<file path="config.mk">
export PLATFORM = sky130hd
export DESIGN_NAME = seq_addsub_64
export DESIGN_NICKNAME = d
export VERILOG_FILES = /design/src/rtl/seq_addsub_64.sv
export SDC_FILE = /design/constraint.sdc
export NUM_CORES = 1
export LEC_CHECK = 0
export ABC_CLOCK_PERIOD_IN_PS = 8600
export CAP_MARGIN = 20
export CELL_PAD_IN_SITES_DETAIL_PLACEMENT = 0
export CELL_PAD_IN_SITES_GLOBAL_PLACEMENT = 1
export CORE_ASPECT_RATIO = 1.5
export CORE_MARGIN = 8
export CORE_UTILIZATION = 40
export DETAILED_ROUTE_END_ITERATION = 16
export PLACE_DENSITY = 0.8
export REMOVE_ABC_BUFFERS = 1
export SLEW_MARGIN = 15
export SYNTH_ARGS = -nofsm -noshare
export SYNTH_HDL_FRONTEND = slang
export SYNTH_SLANG_ARGS = --single-unit
</file>
<file path="constraint.sdc">
create_clock -name clk -period 8.6 [get_ports clk]
set_clock_uncertainty 0.05 [all_clocks]
set_input_delay 2.58 -clock clk [delete_from_list [all_inputs] [get_ports clk]]
set_output_delay 2.58 -clock clk [all_outputs]
set_load 0.01 [all_outputs]
</file>
<file path="src/rtl/seq_addsub_64.sv">
// Multi-cycle adder/subtractor: one SLICE-bit chunk per clock,
// carry/borrow chained through a register, valid/ready on both sides.
module seq_addsub_64 #(
  parameter int WIDTH = 64,
  parameter int SLICE = 16
) (
  input  logic             clk,
  input  logic             rst_n,
  input  logic             in_valid,
  output logic             in_ready,
  input  logic [WIDTH-1:0] a,
  input  logic [WIDTH-1:0] b,
  input  logic             cin,
  input  logic             sub,
  output logic             out_valid,
  input  logic             out_ready,
  output logic [WIDTH-1:0] sum,
  output logic             cout,
  output logic             ovf,
  output logic             zero,
  output logic             busy
);

  localparam int NSLICE = WIDTH / SLICE;
  localparam int CW = (NSLICE > 1) ? $clog2(NSLICE) : 1;

  typedef enum logic [1:0] {
    IDLE,
    BUSY,
    DONE
  } state_t;

  state_t state_q, state_d;

  logic [CW-1:0]    cnt_q, cnt_d;
  logic [WIDTH-1:0] a_q, a_d;
  logic [WIDTH-1:0] b_q, b_d;
  logic [WIDTH-1:0] sum_q, sum_d;
  logic             carry_q, carry_d;
  logic             sub_q, sub_d;
  logic             cout_q, cout_d;
  logic             ovf_q, ovf_d;
  logic             zero_q, zero_d;

  logic [SLICE-1:0] sa, sb, ss;
  logic             sc;
  logic             last;
  logic             accept;

  assign sa = a_q[cnt_q*SLICE +: SLICE];
  assign sb = b_q[cnt_q*SLICE +: SLICE];
  assign {sc, ss} = {1'b0, sa} + {1'b0, sb}
                  + {{SLICE{1'b0}}, carry_q};

  assign last   = (cnt_q == CW'(NSLICE - 1));
  assign accept = in_valid & in_ready;

  assign in_ready  = rst_n & (state_q == IDLE);
  assign out_valid = (state_q == DONE);
  assign busy      = (state_q != IDLE);
  assign sum       = sum_q;
  assign cout      = cout_q;
  assign ovf       = ovf_q;
  assign zero      = zero_q;

  always_comb begin
    state_d = state_q;
    cnt_d   = cnt_q;
    a_d     = a_q;
    b_d     = b_q;
    sum_d   = sum_q;
    carry_d = carry_q;
    sub_d   = sub_q;
    cout_d  = cout_q;
    ovf_d   = ovf_q;
    zero_d  = zero_q;
    unique case (state_q)
      IDLE: begin
        if (accept) begin
          a_d     = a;
          b_d     = sub ? ~b : b;
          sub_d   = sub;
          carry_d = cin ^ sub;
          cnt_d   = '0;
          state_d = BUSY;
        end
      end
      BUSY: begin
        sum_d[cnt_q*SLICE +: SLICE] = ss;
        carry_d = sc;
        cnt_d   = cnt_q + CW'(1);
        if (last) begin
          // Same-sign operands giving a different-sign result
          // is exactly carry-in(msb) xor carry-out(msb).
          cout_d  = sc ^ sub_q;
          ovf_d   = (sa[SLICE-1] == sb[SLICE-1])
                  & (ss[SLICE-1] != sa[SLICE-1]);
          zero_d  = (sum_d == '0);
          cnt_d   = '0;
          state_d = DONE;
        end
      end
      DONE: begin
        if (out_ready) state_d = IDLE;
      end
      default: state_d = IDLE;
    endcase
  end

  always_ff @(posedge clk or negedge rst_n) begin
    if (!rst_n) begin
      state_q <= IDLE;
      cnt_q   <= '0;
      a_q     <= '0;
      b_q     <= '0;
      sum_q   <= '0;
      carry_q <= 1'b0;
      sub_q   <= 1'b0;
      cout_q  <= 1'b0;
      ovf_q   <= 1'b0;
      zero_q  <= 1'b0;
    end else begin
      state_q <= state_d;
      cnt_q   <= cnt_d;
      a_q     <= a_d;
      b_q     <= b_d;
      sum_q   <= sum_d;
      carry_q <= carry_d;
      sub_q   <= sub_d;
      cout_q  <= cout_d;
      ovf_q   <= ovf_d;
      zero_q  <= zero_d;
    end
  end

endmodule

</file>
==> impl_metrics.json <==
{
  "ys_warn_count": 0,
  "place_inst": 1506,
  "synth.avg_cell_area_um2": 9.914,
  "tightest_slew_ns": 0.9810,
  "maxCapViolations": 0,
  "final_cells": 1540,
  "core_area_um2": 25050,
  "critPathLaunchType": "primary input",
  "crit_type": "primary input to output port",
  "timing.final.crit_share_pct": 74.53,
  "reg2regPathDepth": 13,
  "synth_cell_types": 64,
  "ys_seq_elements": 201,
  "num_vias": 8060,
  "track_usage_pct": 18.35,
  "finish.net_count": 1357,
  "grt_pass1_wl_um": 46240,
  "worst_ep_required_time_ns": 5.97,
  "antenna_found_initial": 0,
  "dp_hpwl_um": 20850,
  "hold-path-endpoint": "a_q[55]",
  "cts_made_buffers": 20,
  "fill_cells": 2382,
  "cts_hold_buf": 0,
  "die_area_um2": 30890,
  "die_height_um": 211.3,
  "r2r-end": "zero",
  "r2r-start": "cnt_q[0]",
  "rsz0062_at_grt": "false",
  "async_reset_ff_share_pct": 100.0,
  "synth_edf_count": 0,
  "die_w_um": 146.2,
  "cts-root-buf": "clkbuf_16",
  "synthCells": 1026,
  "power_leakage_uw": 0.005793,
  "path_delay_family": "buffers and inverters",
  "cts.path.max_buffers": 3,
  "critPathMaxStageDelay_ns": 0.57,
  "hold_viol": 0,
  "cp_slowest_cell": "clkdlybuf4s50_1",
  "ys.flop_type": "dfrtp_1",
  "slew_headroom_pct": 34.47,
  "syn_area_um2": 10170,
  "drtAntennaViolNets": 0,
  "cts.repair.resized": 0,
  "drive_gt1_share_pct": 7.921,
  "path_clk_slew_ns": 0.06,
  "hold_class": "flip-flop to flip-flop",
  "io_buffers": 203,
  "grt.overflow.total": 0,
  "cts_tree": "yes",
  "rows": 71,
  "gp_congestion": 0.8801,
  "outcome": "finished clean",
  "avgRoutedWirePerCell_um": 18.53,
  "critPathCaptureType": "output port",
  "routed_via_density": 5.234,
  "p_per_area_nw_per_um2": 453.4,
  "clkLatencyLatePin_ns": 0.51,
  "crit_chain": "clkbuf_8 > and2_1 > clkdlybuf4s50_1",
  "path_depth": 3,
  "critical_path.max_fanout": 46,
  "fin_util_pct": 52.47,
  "drc": 0,
  "yosysSeqAreaShare_pct": 49.45,
  "grt_pass1_vias": 8657,
  "crit_arrival_ns": 3.78,
  "min_period_ns": 6.409,
  "layout_commonest_cell": "nand2_1",
  "cts.sinks": 201,
  "io_pins": 204,
  "grt_max_degree": 99,
  "post_cts_buffers": 0,
  "cts.htree.levels": 1,
  "final_cell_mix": "306 x nand2_1, 201 x clkdlybuf4s50_1, 199 x dfrtp_1",
  "vdd_ir_drop_max_uv": 263.2,
  "routed_wl_um": 28540,
  "timing.fmax_mhz": 156.0,
  "fin_setup_tns_ns": 0,
  "hold_depth": 2,
  "start_util_pct": 40.61,
  "firstDrtPassIters": 5,
  "hold_start": "a_q[55]",
  "setup_viol": 0,
  "drv_slew": 0,
  "cp.buffers_inverters": 2,
  "n_antenna_cell": 0,
  "drtIter0Drc": 324,
  "rrSetupSlack_ns": 4.10,
  "area_delta_synth_final_pct": 29.21
}
==> state kept, by name, summed over array words and instances (netlist names) <==
| register | count |
|---|---|
| a_q | 64 |
| b_q | 64 |
| sum | 64 |
| cnt_q | 2 |
| state_q | 2 |
| carry_q | 1 |
| cout | 1 |
| ovf | 1 |
| sub_q | 1 |
| zero | 1 |
==> cells in the mapped netlist, drive strengths merged (3+ instances only) <==
master | number | share of area [%]
a21o | 7 | 0.52
a211oi | 5 | 0.42
clkbuf | 46 | 1.7
nand4 | 7 | 0.43
or3 | 4 | 0.26
o21a | 3 | 0.22
nor2 | 20 | 0.74
dfrtp | 201 | 49
buf | 15 | 0.71
nor3 | 10 | 0.49
nand3 | 9 | 0.44
a31oi | 3 | 0.18
nor2b | 8 | 0.49
nand2 | 308 | 11
a21oi | 21 | 1.1
o2111ai | 4 | 0.34
o31ai | 7 | 0.57
and2 | 6 | 0.38
and3 | 8 | 0.49
or2 | 4 | 0.25
nand2b | 6 | 0.37
a22o | 44 | 3.8
and4 | 3 | 0.28
nor4 | 11 | 0.68
o21ai | 97 | 4.8
xnor2 | 72 | 6.2
mux4 | 32 | 7.1
xor2 | 3 | 0.26
ha | 21 | 2.6
inv | 12 | 0.44
==> logic make-up after synthesis <==
kind of cell             Yosys count  share of synthesized area (%)
AO/OA/AOI/OAI                    212                          13.92
flip-flops                       201                          49.45
multiplexers                      35                          7.392
XOR/XNOR                          75                          6.458
adder cells (fa/ha/maj)           23                          2.977
AND/OR/NAND/NOR                  407                          16.95
buffers and inverters             73                          2.854
==> per-layer routing <==
layer / GRT usage [%] / vias to the layer above / share of wire [%]
li1: - / 3904 / -
met1: 21.19 / 3893 / 39
met2: 33.41 / 210 / 53
met3: 3.013 / 53 / 4.6
met4: 6.988 / 0 / 3.4
met5: 0 / - / 0
==> cell type report <==
class	instances	area (µm²)	share of cell area (%)
timing repair buffer	213	2106	16.02
tap	328	410.4	3.122
sequential	201	5032	38.29
inverter	12	45.04	0.3427
clock inverter	4	81.33	0.6188
clock buffer	30	608.1	4.626
multi-input combinational	752	4861	36.98
==> worst min-delay path, stage by stage (launching register included) <==
cell and delay [ns]:
dfrtp_1 0.34, nand2_1 0.05, nand2_1 0.05
==> worst max path at each step <==
stage                       to  start  slack [ns]
floorplan           state_q[0]  rst_n        2.46
global placement      in_ready  rst_n        2.18
detailed placement    in_ready  rst_n        2.18
CTS                   in_ready  rst_n        2.17
global route          in_ready  rst_n        2.11
finish                in_ready  rst_n        2.19
==> stage by stage <==
step / hold WS, ns / total power [µW] / area [µm²] / worst slack, ns
after floorplan: 0.3903 / 3792 / 9927 / 2.459
after detailed placement: 0.4077 / 5061 / 12450 / 2.176
after global routing: 0.4389 / 6383 / 13140 / 2.112
final: 0.4166 / 5959 / 13140 / 2.191
after global placement: 0.4037 / 4997 / 12450 / 2.180
after CTS: 0.4230 / 6001 / 13140 / 2.174
==> power breakdown <==
group          switching [µW]  leakage, µW  internal, µW
logic                    2070      0.00287          1380
registers                 254      0.00258          1340
clock network             370     0.000339           548
(Power assumes the default switching activity.)
